`src/rtl/line_segment_queue_if.sv`:
```
// Segment push/draw/clear signal bundle for line_segment_queue.
// master: segment sources, drawer and clear engine. slave: the queue itself.
interface line_segment_queue_if #(
    parameter int unsigned COORD_W = 11,
    parameter int unsigned DEPTH   = 16,
    parameter int unsigned N_SRC   = 2
);
    localparam int unsigned CNT_W = $clog2(DEPTH) + 1;

    logic [N_SRC-1:0]           wr_valid;
    logic [N_SRC*4*COORD_W-1:0] wr_seg;
    logic [N_SRC-1:0]           wr_ready;
    logic [COORD_W-1:0]         x0;
    logic [COORD_W-1:0]         y0;
    logic [COORD_W-1:0]         x1;
    logic [COORD_W-1:0]         y1;
    logic                       draw_start;
    logic                       draw_done;
    logic                       clear_req;
    logic                       clear_active;
    logic                       clear_done;
    logic [CNT_W-1:0]           count;
    logic                       empty;
    logic                       full;

    modport master (
        output wr_valid, wr_seg, draw_done, clear_req, clear_done,
        input  wr_ready, x0, y0, x1, y1, draw_start, clear_active, count, empty, full
    );

    modport slave (
        input  wr_valid, wr_seg, draw_done, clear_req, clear_done,
        output wr_ready, x0, y0, x1, y1, draw_start, clear_active, count, empty, full
    );
endinterface

```
`src/rtl/line_segment_queue.sv`:
```
// Line-segment queue and drawer sequencer: round-robin multi-source push into one packed
// {x0,y0,x1,y1} FIFO, start/done handshake with the drawer, and a frame-clear that flushes
// pending segments.
// Optional feature: define LINE_SEGMENT_QUEUE_DEDUP_EN to acknowledge-but-drop a push equal to
// the most recently accepted segment.
module line_segment_queue #(
    parameter int unsigned COORD_W = 11,
    parameter int unsigned DEPTH   = 16,
    parameter int unsigned N_SRC   = 2
) (
    input logic                 clk,
    input logic                 reset,
    line_segment_queue_if.slave bus
);
    localparam int unsigned SEG_W = 4 * COORD_W;
    localparam int unsigned PTR_W = $clog2(DEPTH);
    localparam int unsigned CNT_W = PTR_W + 1;
    localparam int unsigned GP_W  = (N_SRC > 1) ? $clog2(N_SRC) : 1;

    typedef enum logic [1:0] {StIdle, StIssue, StDraw, StClear} state_e;

    state_e           state_q, state_d;
    logic [SEG_W-1:0] mem_q [DEPTH];
    logic [PTR_W-1:0] wr_ptr_q, wr_ptr_d, rd_ptr_q, rd_ptr_d;
    logic [CNT_W-1:0] count_q, count_d;
    logic [GP_W-1:0]  gp_q, gp_d;
    logic             clear_pending_q, clear_pending_d;
    logic [SEG_W-1:0] seg_out_q, seg_out_d;

    logic [N_SRC-1:0] grant;
    logic [SEG_W-1:0] win_seg;
    logic [GP_W-1:0]  win_next;
    logic             found, full, empty, accept, store, pop, enter_clear;

    // Round-robin pick: first pass scans gp..N_SRC-1, second pass wraps to 0..gp-1.
    always_comb begin
        grant    = '0;
        win_seg  = '0;
        win_next = '0;
        found    = 1'b0;
        for (int p = 0; p < 2; p++) begin
            for (int i = 0; i < int'(N_SRC); i++) begin
                if (!found && bus.wr_valid[i] &&
                    ((p == 0) ? (i >= int'(gp_q)) : (i < int'(gp_q)))) begin
                    found    = 1'b1;
                    grant[i] = 1'b1;
                    win_seg  = bus.wr_seg[i*SEG_W +: SEG_W];
                    win_next = (i == int'(N_SRC) - 1) ? '0 : GP_W'(i + 1);
                end
            end
        end
    end

    assign full   = (count_q == CNT_W'(DEPTH));
    assign empty  = (count_q == '0);
    // A latched clear blocks pushes so the flush cannot race with new entries.
    assign accept = found && !full && !reset && (state_q != StClear) && !clear_pending_q;
    assign bus.wr_ready = accept ? grant : '0;

`ifdef LINE_SEGMENT_QUEUE_DEDUP_EN
    logic [SEG_W-1:0] last_q;
    logic             last_valid_q;

    assign store = accept && !(last_valid_q && (last_q == win_seg));

    // Track the most recently acknowledged segment from any source.
    always_ff @(posedge clk) begin
        if (reset) begin
            last_q       <= '0;
            last_valid_q <= 1'b0;
        end else if (enter_clear) begin
            last_valid_q <= 1'b0;
        end else if (accept) begin
            last_q       <= win_seg;
            last_valid_q <= 1'b1;
        end
    end
`else
    assign store = accept;
`endif

    // Pop sequencer: clear wins over pending segments; coordinates load on the way into ISSUE.
    always_comb begin
        state_d     = state_q;
        seg_out_d   = seg_out_q;
        enter_clear = 1'b0;
        pop         = 1'b0;
        unique case (state_q)
            StIdle: begin
                if (clear_pending_q) begin
                    state_d     = StClear;
                    enter_clear = 1'b1;
                end else if (!empty) begin
                    state_d   = StIssue;
                    seg_out_d = mem_q[rd_ptr_q];
                end
            end
            StIssue: begin
                pop     = 1'b1;
                state_d = StDraw;
            end
            StDraw:  if (bus.draw_done) state_d = StIdle;
            StClear: if (bus.clear_done) state_d = StIdle;
            default: state_d = StIdle;
        endcase
    end

    // Pointer, occupancy, grant pointer and clear latch next-state.
    always_comb begin
        wr_ptr_d        = wr_ptr_q;
        rd_ptr_d        = rd_ptr_q;
        count_d         = count_q;
        gp_d            = accept ? win_next : gp_q;
        clear_pending_d = clear_pending_q | bus.clear_req;
        if (enter_clear) begin
            wr_ptr_d        = '0;
            rd_ptr_d        = '0;
            count_d         = '0;
            clear_pending_d = 1'b0;
        end else begin
            if (store) wr_ptr_d = wr_ptr_q + PTR_W'(1);
            if (pop)   rd_ptr_d = rd_ptr_q + PTR_W'(1);
            if (store && !pop)      count_d = count_q + CNT_W'(1);
            else if (pop && !store) count_d = count_q - CNT_W'(1);
        end
    end

    // Control state register with synchronous reset.
    always_ff @(posedge clk) begin
        if (reset) begin
            state_q         <= StIdle;
            wr_ptr_q        <= '0;
            rd_ptr_q        <= '0;
            count_q         <= '0;
            gp_q            <= '0;
            clear_pending_q <= 1'b0;
            seg_out_q       <= '0;
        end else begin
            state_q         <= state_d;
            wr_ptr_q        <= wr_ptr_d;
            rd_ptr_q        <= rd_ptr_d;
            count_q         <= count_d;
            gp_q            <= gp_d;
            clear_pending_q <= clear_pending_d;
            seg_out_q       <= seg_out_d;
        end
    end

    // Segment storage; contents need no reset since count gates every read.
    always_ff @(posedge clk) begin
        if (store) mem_q[wr_ptr_q] <= win_seg;
    end

    assign bus.x0           = seg_out_q[4*COORD_W-1 -: COORD_W];
    assign bus.y0           = seg_out_q[3*COORD_W-1 -: COORD_W];
    assign bus.x1           = seg_out_q[2*COORD_W-1 -: COORD_W];
    assign bus.y1           = seg_out_q[COORD_W-1:0];
    assign bus.draw_start   = (state_q == StIssue);
    assign bus.clear_active = (state_q == StClear);
    assign bus.count        = count_q;
    assign bus.empty        = empty;
    assign bus.full         = full;
endmodule

```
`src/flat_wrapper.sv`:
```
// flat-port wrapper written by rule: the top's interface ports become plain ports
module line_segment_queue_flat 
#(
    parameter int unsigned COORD_W = 11,
    parameter int unsigned DEPTH   = 16,
    parameter int unsigned N_SRC   = 2
)
  (clk, reset, bus_wr_valid, bus_wr_seg, bus_draw_done, bus_clear_req, bus_clear_done, bus_wr_ready, bus_x0, bus_y0, bus_x1, bus_y1, bus_draw_start, bus_clear_active, bus_count, bus_empty, bus_full);
  line_segment_queue_if #(.COORD_W(COORD_W), .DEPTH(DEPTH), .N_SRC(N_SRC)) bus_i ();
  input logic clk;
  input logic reset;
  input wire logic [$bits(bus_i.wr_valid)-1:0] bus_wr_valid;
  input wire logic [$bits(bus_i.wr_seg)-1:0] bus_wr_seg;
  input wire logic [$bits(bus_i.draw_done)-1:0] bus_draw_done;
  input wire logic [$bits(bus_i.clear_req)-1:0] bus_clear_req;
  input wire logic [$bits(bus_i.clear_done)-1:0] bus_clear_done;
  output wire logic [$bits(bus_i.wr_ready)-1:0] bus_wr_ready;
  output wire logic [$bits(bus_i.x0)-1:0] bus_x0;
  output wire logic [$bits(bus_i.y0)-1:0] bus_y0;
  output wire logic [$bits(bus_i.x1)-1:0] bus_x1;
  output wire logic [$bits(bus_i.y1)-1:0] bus_y1;
  output wire logic [$bits(bus_i.draw_start)-1:0] bus_draw_start;
  output wire logic [$bits(bus_i.clear_active)-1:0] bus_clear_active;
  output wire logic [$bits(bus_i.count)-1:0] bus_count;
  output wire logic [$bits(bus_i.empty)-1:0] bus_empty;
  output wire logic [$bits(bus_i.full)-1:0] bus_full;
  assign bus_i.wr_valid = bus_wr_valid;
  assign bus_i.wr_seg = bus_wr_seg;
  assign bus_i.draw_done = bus_draw_done;
  assign bus_i.clear_req = bus_clear_req;
  assign bus_i.clear_done = bus_clear_done;
  assign bus_wr_ready = bus_i.wr_ready;
  assign bus_x0 = bus_i.x0;
  assign bus_y0 = bus_i.y0;
  assign bus_x1 = bus_i.x1;
  assign bus_y1 = bus_i.y1;
  assign bus_draw_start = bus_i.draw_start;
  assign bus_clear_active = bus_i.clear_active;
  assign bus_count = bus_i.count;
  assign bus_empty = bus_i.empty;
  assign bus_full = bus_i.full;
  line_segment_queue #(.COORD_W(COORD_W), .DEPTH(DEPTH), .N_SRC(N_SRC)) u_core (.clk(clk), .reset(reset), .bus(bus_i));
endmodule
```
`config.mk`:
```
export PLATFORM = sky130hd
export DESIGN_NAME = line_segment_queue_flat
export DESIGN_NICKNAME = d
export VERILOG_FILES = /design/src/rtl/line_segment_queue_if.sv /design/src/rtl/line_segment_queue.sv /design/src/flat_wrapper.sv
export SDC_FILE = /design/constraint.sdc
export NUM_CORES = 1
export LEC_CHECK = 0
export BUFFER_PORTS_ARGS = -buffer_cell sky130_fd_sc_hd__buf_4
export CAP_MARGIN = 40
export CORE_UTILIZATION = 65
export DETAILED_ROUTE_END_ITERATION = 8
export HOLD_SLACK_MARGIN = 0.15
export PLACE_DENSITY = 0.88
export SLEW_MARGIN = 20
export SYNTH_ARGS = -nofsm -noshare
export SYNTH_HDL_FRONTEND = slang
export SYNTH_SLANG_ARGS = --single-unit
```
`constraint.sdc`:
```
create_clock -name clk -period 12 [get_ports clk]
set_input_delay 3.6 -clock clk [delete_from_list [all_inputs] [get_ports clk]]
set_output_delay 3.6 -clock clk [all_outputs]
set_load 0.005 [all_outputs]
```
==> results.toml <==
[outcome]
status = "finished clean"

[setup_path]
path_class = "input pin to primary output"
setup.worst_path.start_class = "input pin"
slowest_delay_ns = 0.31
worstPathRequired_ns = 8.40
critPathSlowestCell = "a211o_1"
startpoint = "reset"
endpoint_kind = "primary output"
worstPathArrival_ns = 4.83
r2r_start = "u_core.bus.count[0]$_SDFFE_PP0P_"
crit_chain = "buf_4 -> a211o_1 -> a211o_1 -> inv_2 -> and2_1 -> buf_4"
crit_fanout = 9

[floorplan]
row_count = 77
coreArea_um2 = 44300
die_h_um = 214
initial_utilization = 0.662
die_x_um = 214
ios = 150
dieArea_um2 = 46000

[global_route]
grt_max_degree = 54
grt_pass1_wl_um = 106000
grt_pass1_vias = 16500
antenna_found_initial = 0
grt.total_usage = 0.320
grt_overflow_total = 0

[sta]
fmax_mhz = 119
setup_viol = 0
worstMarginPinSlew_ns = 0.852
rsz0062_at_grt = "no"
fin_crit_sh = 0.702
fin_crit_ns = 8.43
slew_headroom = 0.431
fin_worst_skew_ns = 0.0243
tns_ns = 0
slew_violations = 0
finalHoldViolations = 0

[logic_synthesis]
yosys-top-cells-area = "edfxtp_1 72%, mux4_2 14%, dfxtp_1 4.2%"
synth-seq-cells = 765
synthArstFlopShare = 0
synth_cells = 1351
seq_area_frac_synth = 0.762
synth_top_area_share = 0.721
synth_warnings = 0
synth_area_um2 = 29300
avgSynthCellArea_um2 = 21.7
synth_fp_nets = 1456
synth_edf_count = 704
yosysTopAreaCell = "edfxtp_1"
yosysUniqueCellTypes = 38
synth_top_flop_cell = "edfxtp_1"

[power]
p_per_area_nw_per_um2 = 191
switching_power_w = 0.00163
ir_worst_vdd_mv = 0.120
pwr-share-clk = 0.345
power_frac_seq = 0.491
p_sw_frac = 0.253
p_int_w = 0.00482
p_comb_frac = 0.164
leakagePower_nw = 10.9

[drt]
drtIter0Drc = 1973
ant_nets = 0
wl_um = 72800
viasPerCell = 7.10
drc = 0
wl_per_cell_um = 33.3
vias = 15500
drtPass1Iterations = 6

[clocking]
cts_resized = 0
clk_path_buf_depth = 3
cts.clk_slew.worst_paths_ns = 0.06
cts.root.buffer_cell = "clkbuf_16"
cts_max_level = 3
cts_setup_buffers = 0
cts_buffers = 72
cts_tree = "yes"
clock_latency_ns = 0.61
ctsHoldBuffers = 0
cts.sinks = 765

[place]
dp.cells = 2053
dpl.hpwl_um = 34600
place_congestion = 0.755
io_buffers = 149

[final_layout]
syn_to_final_growth_pct = 14.9
layout.cells.non_filler = 2187
antenna_cells = 0
drive_above_1_share = 0.336
final_cell_mix = "704 x edfxtp_1, 180 x buf_4, 176 x mux4_2"
final_nets = 1643
utilization = 0.760
final_common_cell = "edfxtp_1"

[worst_hold_path]
hp-class = "register to register"
worstHoldStart = "u_core.seg_out_q[35]$_SDFFE_PP0P_"

[flow_run]
maxCapViolCount = 0
-- power groups by stage --
stage               clock network [W]  logic, W  registers, W
floorplan                           0  0.000690       0.00317
global placement                    0  0.000932       0.00323
detailed placement                  0   0.00102       0.00322
CTS                           0.00223   0.00105       0.00317
global route                  0.00233   0.00112       0.00318
finish                        0.00222   0.00106       0.00317
-- path summary, 6_finish.rpt --
kind                                             to  slack (ns)  cells after the start
setup / recovery                    bus_wr_ready[0]        3.57                      6
setup reg to reg      u_core.mem_q[9][38]$_DFFE_PP_        8.62                      6
hold reg to reg   u_core.seg_out_q[35]$_SDFFE_PP0P_        0.49                      1
hold / removal    u_core.seg_out_q[35]$_SDFFE_PP0P_        0.49                      1
-- sequential cells by signal, summed over array words and instances (netlist names) --
signal,cells
u_core.mem_q,704
u_core.state_q,2
u_core.seg_out_q,44
u_core.wr_ptr_q,4
u_core.rd_ptr_q,4
u_core.gp_q,1
u_core.bus.count,5
u_core.clear_pending_q,1
-- critical path, delay by kind of cell --
family                 cells  cell delay, ns
AO/OA/AOI/OAI              2            0.60
buffers and inverters      3            0.46
AND/OR/NAND/NOR            1            0.17
-- per-stage QoR --
stage                     setup WS, ns  hold WS [ns]  total power (W)  instance area (um^2)
after floorplan                   3.84         0.482          0.00386                 29300
after global placement            3.70         0.471          0.00416                 31200
after detailed placement          3.64         0.476          0.00424                 31400
after CTS                         3.62         0.491          0.00645                 33600
after global routing              3.53         0.518          0.00662                 33700
final                             3.57         0.487          0.00645                 33700
-- cell usage after synthesis, drive strengths merged, types with 2 or more instances --
| cell type | count |
|---|---|
| a211o | 2 |
| a22o | 44 |
| xor2 | 5 |
| and2 | 3 |
| xnor2 | 3 |
| nand2 | 9 |
| o21ai | 2 |
| buf | 40 |
| ha | 9 |
| clkbuf | 36 |
| a221o | 44 |
| nand3 | 2 |
| nor2 | 76 |
| edfxtp | 704 |
| mux2i | 50 |
| a21oi | 7 |
| a21o | 3 |
| nor3 | 6 |
| mux4 | 176 |
| nand2b | 3 |
| dfxtp | 61 |
| mux2 | 45 |
| a21boi | 2 |
| inv | 9 |
-- metal layers --
metal / vias to the layer above / routed length, um / global-route usage
li1: 6036 / - / -
met1: 8047 / 25000 / 0.402
met2: 1223 / 38200 / 0.549
met3: 223 / 6530 / 0.0582
met4: 0 / 3060 / 0.147
met5: - / 0 / 0
-- cells by family (layout without fill, tap and decap cells) --
group                      count (synthesis)  in the layout  synth area share
AOI/OAI and AO/OA                        108            108            0.0330
xor gates and xnor gates                   8              8           0.00239
adders and majority gates                 10             10           0.00452
buffers and inverters                     85            329            0.0136
DFF                                      765            765             0.762
muxes                                    271            271             0.169
and+or+nand+nor                          104            104            0.0146
-- cell type report --
cell class / count / area, um^2
Sequential cell: 765 / 22400
Timing Repair Buffer: 189 / 1560
Fill cell: 2173 / 10600
Multi-Input combinational cell: 501 / 6730
Clock inverter: 41 / 342
Tap cell: 592 / 741
Clock buffer: 90 / 1920
Inverter: 9 / 33.8
No activity file was read; power rests on OpenSTA's default activity.
